### src/rtl/uart_pkg.sv
// rtl/uart_pkg.sv - shared types and constants for the console UART transmitter
package uart_pkg;

    localparam int   UART_DATA_W   = 8;
    localparam logic UART_IDLE_LVL = 1'b1;

    typedef enum logic [1:0] {
        IDLE  = 2'd0,
        START = 2'd1,
        DATA  = 2'd2,
        STOP  = 2'd3
    } uart_tx_state_e;

endpackage

### src/rtl/uart_sync_fifo.sv
// rtl/uart_sync_fifo.sv - single-clock byte FIFO with separate occupancy counter
module uart_sync_fifo #(
    parameter int WIDTH = 8,
    parameter int DEPTH = 16
) (
    input  logic                       clk,
    input  logic                       rst_n,
    input  logic                       push,
    input  logic [WIDTH-1:0]           push_data,
    input  logic                       pop,
    output logic [WIDTH-1:0]           pop_data,
    output logic                       full,
    output logic                       empty,
    output logic [$clog2(DEPTH):0]     count
);

    localparam int PTR_W = $clog2(DEPTH);
    localparam int CNT_W = PTR_W + 1;

    logic [WIDTH-1:0] mem [DEPTH];
    logic [PTR_W-1:0] wr_ptr;
    logic [PTR_W-1:0] rd_ptr;
    logic [CNT_W-1:0] cnt;
    logic             do_push;
    logic             do_pop;

    // Overflow and underflow requests are dropped silently.
    assign do_push = push && !full;
    assign do_pop  = pop && !empty;

    assign full     = (cnt == CNT_W'(DEPTH));
    assign empty    = (cnt == '0);
    assign count    = cnt;
    assign pop_data = mem[rd_ptr];

    // Storage array; contents need no reset because count gates every read.
    always_ff @(posedge clk) begin
        if (do_push) begin
            mem[wr_ptr] <= push_data;
        end
    end

    // Pointers wrap naturally at the power-of-two depth; count tracks occupancy.
    always_ff @(posedge clk) begin
        if (!rst_n) begin
            wr_ptr <= '0;
            rd_ptr <= '0;
            cnt    <= '0;
        end else begin
            if (do_push) begin
                wr_ptr <= wr_ptr + PTR_W'(1);
            end
            if (do_pop) begin
                rd_ptr <= rd_ptr + PTR_W'(1);
            end
            case ({do_push, do_pop})
                2'b10:   cnt <= cnt + CNT_W'(1);
                2'b01:   cnt <= cnt - CNT_W'(1);
                default: cnt <= cnt;
            endcase
        end
    end

endmodule

### src/rtl/uart_tx_fifo.sv
// rtl/uart_tx_fifo.sv - buffered 8N1/8N2 UART transmitter for the console path
module uart_tx_fifo
    import uart_pkg::*;
#(
    parameter int CLKS_PER_BIT = 10416,
    parameter int FIFO_DEPTH   = 16,
    parameter int STOP_BITS    = 1
) (
    input  logic                          clk,
    input  logic                          rst_n,
    input  logic                          i_valid,
    input  logic [7:0]                    i_data,
    output logic                          o_ready,
    output logic                          o_tx,
    output logic                          o_busy,
    output logic [$clog2(FIFO_DEPTH):0]   o_level
);

    localparam int                BAUD_W    = $clog2(CLKS_PER_BIT);
    localparam int                LVL_W     = $clog2(FIFO_DEPTH) + 1;
    localparam logic [BAUD_W-1:0] BAUD_LAST = BAUD_W'(CLKS_PER_BIT - 1);
    localparam logic              STOP_LAST = 1'(STOP_BITS - 1);

    uart_tx_state_e          state;
    uart_tx_state_e          state_next;
    logic [BAUD_W-1:0]       baud_cnt;
    logic [BAUD_W-1:0]       baud_next;
    logic [2:0]              bit_idx;
    logic [2:0]              bit_next;
    logic                    stop_idx;
    logic                    stop_next;
    logic [UART_DATA_W-1:0]  shift;
    logic [UART_DATA_W-1:0]  shift_next;
    logic                    tx_reg;
    logic                    tx_next;
    logic                    baud_last;

    logic                    fifo_pop;
    logic [UART_DATA_W-1:0]  fifo_data;
    logic                    fifo_full;
    logic                    fifo_empty;
    logic [LVL_W-1:0]        fifo_count;

    uart_sync_fifo #(
        .WIDTH (UART_DATA_W),
        .DEPTH (FIFO_DEPTH)
    ) u_fifo (
        .clk       (clk),
        .rst_n     (rst_n),
        .push      (i_valid),
        .push_data (i_data),
        .pop       (fifo_pop),
        .pop_data  (fifo_data),
        .full      (fifo_full),
        .empty     (fifo_empty),
        .count     (fifo_count)
    );

    assign baud_last = (baud_cnt == BAUD_LAST);

    assign o_ready = !fifo_full;
    assign o_level = fifo_count;
    assign o_busy  = (state != IDLE) || !fifo_empty;
    assign o_tx    = tx_reg;

    // State, timing counters and shift register; line level lags state by one cycle.
    always_ff @(posedge clk) begin
        if (!rst_n) begin
            state    <= IDLE;
            baud_cnt <= '0;
            bit_idx  <= '0;
            stop_idx <= 1'b0;
            shift    <= '0;
            tx_reg   <= UART_IDLE_LVL;
        end else begin
            state    <= state_next;
            baud_cnt <= baud_next;
            bit_idx  <= bit_next;
            stop_idx <= stop_next;
            shift    <= shift_next;
            tx_reg   <= tx_next;
        end
    end

    // Next-state logic: frame sequencing, pops, and the line level for the current state.
    always_comb begin
        state_next = state;
        baud_next  = baud_cnt + BAUD_W'(1);
        bit_next   = bit_idx;
        stop_next  = stop_idx;
        shift_next = shift;
        fifo_pop   = 1'b0;
        tx_next    = UART_IDLE_LVL;

        case (state)
            IDLE: begin
                tx_next   = UART_IDLE_LVL;
                baud_next = '0;
                if (!fifo_empty) begin
                    fifo_pop   = 1'b1;
                    shift_next = fifo_data;
                    state_next = START;
                end
            end
            START: begin
                tx_next = 1'b0;
                if (baud_last) begin
                    baud_next  = '0;
                    bit_next   = '0;
                    state_next = DATA;
                end
            end
            DATA: begin
                tx_next = shift[0];
                if (baud_last) begin
                    baud_next  = '0;
                    shift_next = shift >> 1;
                    if (bit_idx == 3'd7) begin
                        stop_next  = 1'b0;
                        state_next = STOP;
                    end else begin
                        bit_next = bit_idx + 3'd1;
                    end
                end
            end
            STOP: begin
                tx_next = UART_IDLE_LVL;
                if (baud_last) begin
                    baud_next = '0;
                    if (stop_idx == STOP_LAST) begin
                        // Chaining straight into START keeps back-to-back frames gapless.
                        if (!fifo_empty) begin
                            fifo_pop   = 1'b1;
                            shift_next = fifo_data;
                            state_next = START;
                        end else begin
                            state_next = IDLE;
                        end
                    end else begin
                        stop_next = stop_idx + 1'b1;
                    end
                end
            end
            default: begin
                state_next = IDLE;
            end
        endcase
    end

endmodule
### config.mk
export PLATFORM = sky130hd
export DESIGN_NAME = uart_tx_fifo
export DESIGN_NICKNAME = d
export VERILOG_FILES = /design/src/rtl/uart_pkg.sv /design/src/rtl/uart_sync_fifo.sv /design/src/rtl/uart_tx_fifo.sv
export SDC_FILE = /design/constraint.sdc
export NUM_CORES = 1
export LEC_CHECK = 0
export ABC_AREA = 1
export BUFFER_PORTS_ARGS = -buffer_cell sky130_fd_sc_hd__buf_2
export CAP_MARGIN = 20
export CORE_MARGIN = 2
export CORE_UTILIZATION = 35
export DETAILED_ROUTE_END_ITERATION = 7
export PLACE_DENSITY = 0.56
export SLEW_MARGIN = 20
export SYNTH_ARGS = -nofsm -noshare
export SYNTH_HDL_FRONTEND = slang
export SYNTH_SLANG_ARGS = --single-unit
### constraint.sdc
create_clock -name clk -period 2.76 [get_ports clk]
set_clock_uncertainty 0.05 [all_clocks]
set_input_delay 0.276 -clock clk [delete_from_list [all_inputs] [get_ports clk]]
set_output_delay 0.276 -clock clk [all_outputs]
set_load 0.01 [all_outputs]
=== Word level (Yosys, flattened, before mapping) ===
Memory sizes are Yosys's and may differ from the RTL's. A register that Yosys moved wholly into a read port is not among the register bits.
Index checks and enable logic that the tools add are counted.

* Register bits: 42
* Bits in writable memories: 128
* Bits of input ports: 11
* Output and inout bits: 8
* Memories: 1

{| class="wikitable"
|+ Memory list
! memory !! depth !! bits a word !! read ports !! clocked after Yosys merged registers in !! wr ports !! RTL line !! source
|-
| u_fifo.mem || 16 || 8 || 1 || 1 || 1 || uart_sync_fifo.sv:20 || <nowiki>logic [WIDTH-1:0] mem [DEPTH];</nowiki>
|}

* Add/sub/neg operators: 7
* Eq/ne operators: 15
* Muxes and demuxes: 34
* Reduce and logical (&&, ||, !) cells: 18

{| class="wikitable"
|+ Operators with widths
! kind !! number
|-
| $mux 8 || 4
|-
| $pmux 14 s2 || 1
|-
| $pmux 8 s3 || 1
|-
| $add 14x1->14 const B || 1
|-
| $eq 14x14->1 const B || 1
|-
| $mux 14 || 1
|-
| $ne 2x2->1 const B || 7
|-
| $mux 2 || 6
|-
| $reduce_and 4->1 || 3
|-
| $mux 1 || 10
|-
| $pmux 5 s2 || 1
|-
| $mux 3 || 3
|-
| $add 4x1->4 const B || 2
|-
| $mux 4 || 2
|-
| $pmux 2 s4 || 1
|-
| $reduce_bool 2->1 || 4
|-
| $eq 2x2->1 const B || 3
|-
| $pmux 3 s2 || 1
|-
| $reduce_and 6->1 || 1
|-
| $add 5x1->5 const B || 1
|-
| $eq 5x5->1 const B || 1
|-
| $logic_not 5->1 || 1
|-
| $sub 5x1->5 const B || 1
|-
| $eq 2x1->1 const B || 2
|-
| other kinds (12) || 15
|}

=== Depth between registers and ports, before layout ===
* Depth in word-level cells: 8
* Mapped depth: 17
* Mapped depth without buffers: 17

=== Cells and area by module ===
Synthesis repeated with hierarchy kept, for this count alone.

* Cells, all modules: 708
* Area total of the unflattened synthesis: 7643.6 um2

{| class="wikitable"
|+ Modules (own cells, without submodules)
! module !! instances !! cells each !! area each (um2) !! sequential area each (um2)
|-
| uart_sync_fifo || 1 || 478 || 6049.6 || 4184.0
|-
| uart_tx_fifo || 1 || 230 || 1594.0 || 560.5
|}

=== Worst setup path after synthesis ===
OpenSTA, ideal clock, no wires.

* Kind: register to register
* From: register baud_cnt[0]
* To: register u_fifo.cnt[4] (netlist: u_fifo.count[4])
* Setup time: 70 ps
* Arrival: 2343 ps
* Setup slack: 297 ps
* Cell stages (with the launch flop): 17
* Buffers on the path: 0
* Cells stage by stage: dfxtp_1 -> ha_1 -> nand3_1 -> nor2_1 -> nand3_2 -> o21ai_2 -> nand2_2 -> clkinv_2 -> ha_1 -> xor2_1 -> ha_1 -> a21o_1 -> nand3_1 -> nand2_1 -> xor2_1 -> nand2_1 -> a21oi_1

* Longest elaborated chain between the ends: 6
* Elaborated cells between the ends (all ways): 8

{| class="wikitable"
|+ RTL lines
! element !! RTL line !! source
|-
| start, declared || uart_tx_fifo.sv:26 || <nowiki>logic [BAUD_W-1:0] baud_cnt;</nowiki>
|-
| start signal, assigned || uart_tx_fifo.sv:77 || <nowiki>baud_cnt <= baud_next;</nowiki>
|-
| $eq 14x14->1 * || uart_tx_fifo.sv:59 || <nowiki>assign baud_last = (baud_cnt == BAUD_LAST);</nowiki>
|-
| $mux 1 * || uart_tx_fifo.sv:128 || <nowiki>if (baud_last) begin</nowiki>
|-
| $pmux 1 s2 * || uart_tx_fifo.sv:95 || <nowiki>case (state)</nowiki>
|-
| $logic_and 1x1->1 * || uart_sync_fifo.sv:29 || <nowiki>assign do_pop = pop && !empty;</nowiki>
|-
| $eq 2x1->1 or $eq 2x2->1 (tied branches) || uart_sync_fifo.sv:56 || <nowiki>case ({do_push, do_pop})</nowiki>
|-
| $pmux 5 s2 or $reduce_bool 2->1 (tied branches) || n/a ||
|-
| end signal, assigned || uart_sync_fifo.sv:57 || <nowiki>2'b10: cnt <= cnt + CNT_W'(1);</nowiki>
|-
| end signal, assigned || uart_sync_fifo.sv:58 || <nowiki>2'b01: cnt <= cnt - CNT_W'(1);</nowiki>
|-
| end signal, assigned || uart_sync_fifo.sv:59 || <nowiki>default: cnt <= cnt;</nowiki>
|-
| end, declared || uart_sync_fifo.sv:23 || <nowiki>logic [CNT_W-1:0] cnt;</nowiki>
|}

Mark *: on every way between the ends. The rest lies on a longest branch, timed or not.
A chain may end at the register's enable or synchronous reset.

=== Worst setup path in the final report ===
* From: register baud_cnt[1]
* To: register u_fifo.cnt[4] (netlist: u_fifo.count[4])

Same word-level chain as after synthesis.

==> metrics.md <==
| Metric | Value |
|---|---|
| Post-route ant nets | 0 |
| Status | finished, final reports clean |
| Post-synth top cells | 248 x nand2_1, 128 x edfxtp_1, 105 x nand3_1, 104 x inv_1, 69 x nor2_1 |
| PnR Total Power | 7.876 mW |
| Final Non-Filler Cells | 1,154 |
| WL met1 | 7.825 mm |
| Via/cell ratio | 4.634 |
| Fillers | between 2k and 2.5k |
| Slew headroom | 50.42% |
| Synth warnings | 0 |
| Vert. Die Dim | ~150 um |
| Top Family by Delay on Critical Path | simple AND/OR/NAND/NOR gates |
| Iteration-0 DRC Markers | 306 |
| Number of setup violations in the final report | 0 |
| Seq. cell area | 4748 um2 |
| Maximum vdd ir drop | 0.4447 mV |
| Via count | between 5k and 6k |
| Max layer used | met4 |
| Minimum clock period | about 2.5 ns |
| Synth Net Count | 856 |
| Req. time, crit path | 3.06 ns |
| Setup WS post-layout | around 0.25 ns |
| Power density over cell area | between 800 and 900 nW/um2 |
| Slowest stage cell, crit path | dfxtp_1 |
| Yosys top cell area share | 49.77% |
| Seq/Total Area, Yosys | 61.43% |
| WHS | about 0.15 ns |
| Routed wl met2 | roughly 8.1 mm |
| DP Worst Slack | 0.05551 ns |
| CTS tree | done |
| WP buf/inv | 1 |
| Hold Crit Class | in2reg |
| Final core area utilization | 40.83% |
| Rows | 54 |
| MaxCap Viol Count | 0 |
| Fin crit share | 90.83% |
| Pleak | between 3 and 4 nW |
| First-pass GRT wire length | 27.21 mm |
| Die width | roughly 150 um |
| Startpoint types | flop |
| Drt pass-1 iters | 5 |
| Clk Latency, worst-skew pair | 0.43 ns |
| Average cell area after synthesis | just over 9 um2 |
| Initial Utilization | 35.50% |
| Most common cell in the netlist | nand2_1 |
| Clock sinks | 173 |
| I/O pins | 19 |
| Endpoint class of the critical path | flop |
| Per-cell routed wire length | 14.53 um |
| Synth Flop Type | edfxtp_1 |
| GRT Residual Overflow | 0 |
| H-tree Lvls | 4 |
| Tightest Pin Transition | between 0.7 and 0.8 ns |
| Cells after DPL | roughly 1.1k |
| Full die area | 23,270 um2 |
| Worst path cell trace | ha_2 > nand3_1 > nor2_2 > nand3_2 > o21ai_4 > nand2_2 > clkinv_2 > ha_4 > xor2_2 > ha_1 > a21o_1 > nand3_1 > nand2_1 > xor2_1 > nand2_1 > a21oi_1 |
| Critical path type | reg2reg |
| Clock Path Buffers | 2 |
| NumNets Final | 889 |
| Area Growth Syn to Fin | 15.02% |
| Flops & latches, synth | 173 |
| CTS buffer count | 17 |
| Gr usage total | 15.04% |
| Number of port buffers | 18 |
| Placeable Area | approximately 22,000 um2 |
| Antenna violations before repair | 0 |
| Area of the multi-input gates | 2476 um2 |
| Final weighted congestion in routability-driven placement | between 0.8 and 0.9 |
| Post-synth top area cell | edfxtp_1 |
| CP max stage delay | 0.34 ns |
| Synthesized area | 7724 um2 |
| Largest net degree at the start of global routing | 65 |
| Asr flop ratio synth | 0% |
| Final count of pins violating max slew | 0 |
| CTS clk-pin slew, worst paths | 0.07 ns |
| Layout cells sized above 1 | 11.33% |
| Synth area leaders | edfxtp_1 50%, nand2_1 12%, dfxtp_1 12%, nand3_1 6.8%, inv_1 5.1% |
| Crit path max fanout | 4 |
| Drt drc | 0 |
| Post-synth EDFFs | 128 |
| ANT cells | 0 |
| Vias in the first global route | 5,117 |
| Post-Synthesis Cells | approximately 830 |
| Final number of hold-violating endpoints | 0 |
| Post-Route WL | about 17 mm |
| Root buf cell | clkbuf_16 |
| Distinct cell type count after synthesis | 35 |
| Worst EP arrival | around 2.8 ns |
| Met3 WL | about 520 um |
| Max Freq | 398.9 MHz |
| DP Wirelength | 10.47 mm |
timing repair:
item	CTS	global route
endpoints found under the hold margin	0	0
endpoints found under the setup margin	0	3
resized for setup	0	9
hold buffers	0	0
buffers inserted	0	2
cell type report:
class	instances	share of cell area, %
clock inverter	15	2.099
multi-input combinational	518	27.87
clock buffer	17	4.789
inverter	108	4.577
sequential	173	53.45
timing repair buffer	43	3.268
tap	280	3.944
registers in the layout, indices dropped and copies added, names as in the netlist, named ones only:
signal	cells
baud_cnt	14
bit_idx	3
o_tx	1
shift	8
state	2
u_fifo.count	5
u_fifo.mem	128
u_fifo.rd_ptr	4
u_fifo.wr_ptr	4
layer usage:
layer	GRT usage, %	up-vias
met1	19.68	2496
li1	-	2749
met3	2.588	25
met4	5.776	0
met2	25.10	78
met5	0	-
worst register-to-register path, delay by kind of cell, from the launching register on:
family | cells | cell delay, ns
AND/OR/NAND/NOR | 7 | 0.71
adder cells (fa/ha/maj) | 3 | 0.52
AO/OA/AOI/OAI | 3 | 0.42
flip-flops | 1 | 0.34
XOR/XNOR | 2 | 0.30
buffers and inverters | 1 | 0.09
report_power, final:
part	internal [mW]	total, mW	leakage (nW)	switching (mW)
sequential	2.95	3.05	1.52	0.0984
combinational	0.775	2.34	1.91	1.57
clock	1.44	2.48	0.290	1.04
logic make-up after synthesis:
group / after synthesis / share of synthesized area [%]
and+or+nand+nor: 445 / 24.25
DFF: 173 / 61.43
buffers and inverters: 137 / 6.933
AOI/OAI and AO/OA: 44 / 3.272
adders and majority gates: 17 / 2.754
xor gates and xnor gates: 12 / 1.361
worst paths after layout:
| kind | startpoint | end | slack [ns] | depth (start not counted) |
|---|---|---|---|---|
| max | baud_cnt[1] | u_fifo.count[4] | 0.25 | 16 |
| min reg2reg | baud_cnt[0] | baud_cnt[0] | 0.37 | 1 |
| min | rst_n | o_tx | 0.15 | 2 |
| max reg2reg | baud_cnt[1] | u_fifo.count[4] | 0.25 | 16 |
placed cells by master (no fill, tap or decap), drive strengths merged, types with 13 or more instances in the layout:
cell,count
nand2,251
edfxtp,128
inv,113
nand3,106
nor2,74
dfxtp,45
buf,43
a21oi,24
clkbuf,17
ha,17
o21ai,13
per-stage QoR:
stage | setup TNS [ns] | instance area [um2]
floorplan | 0 | 7724
global placement | 0 | 8222
detailed placement | 0 | 8222
CTS | 0 | 8833
global route | -0.04222 | 8884
finish | 0 | 8884
Power figures use the tool's default switching activity.
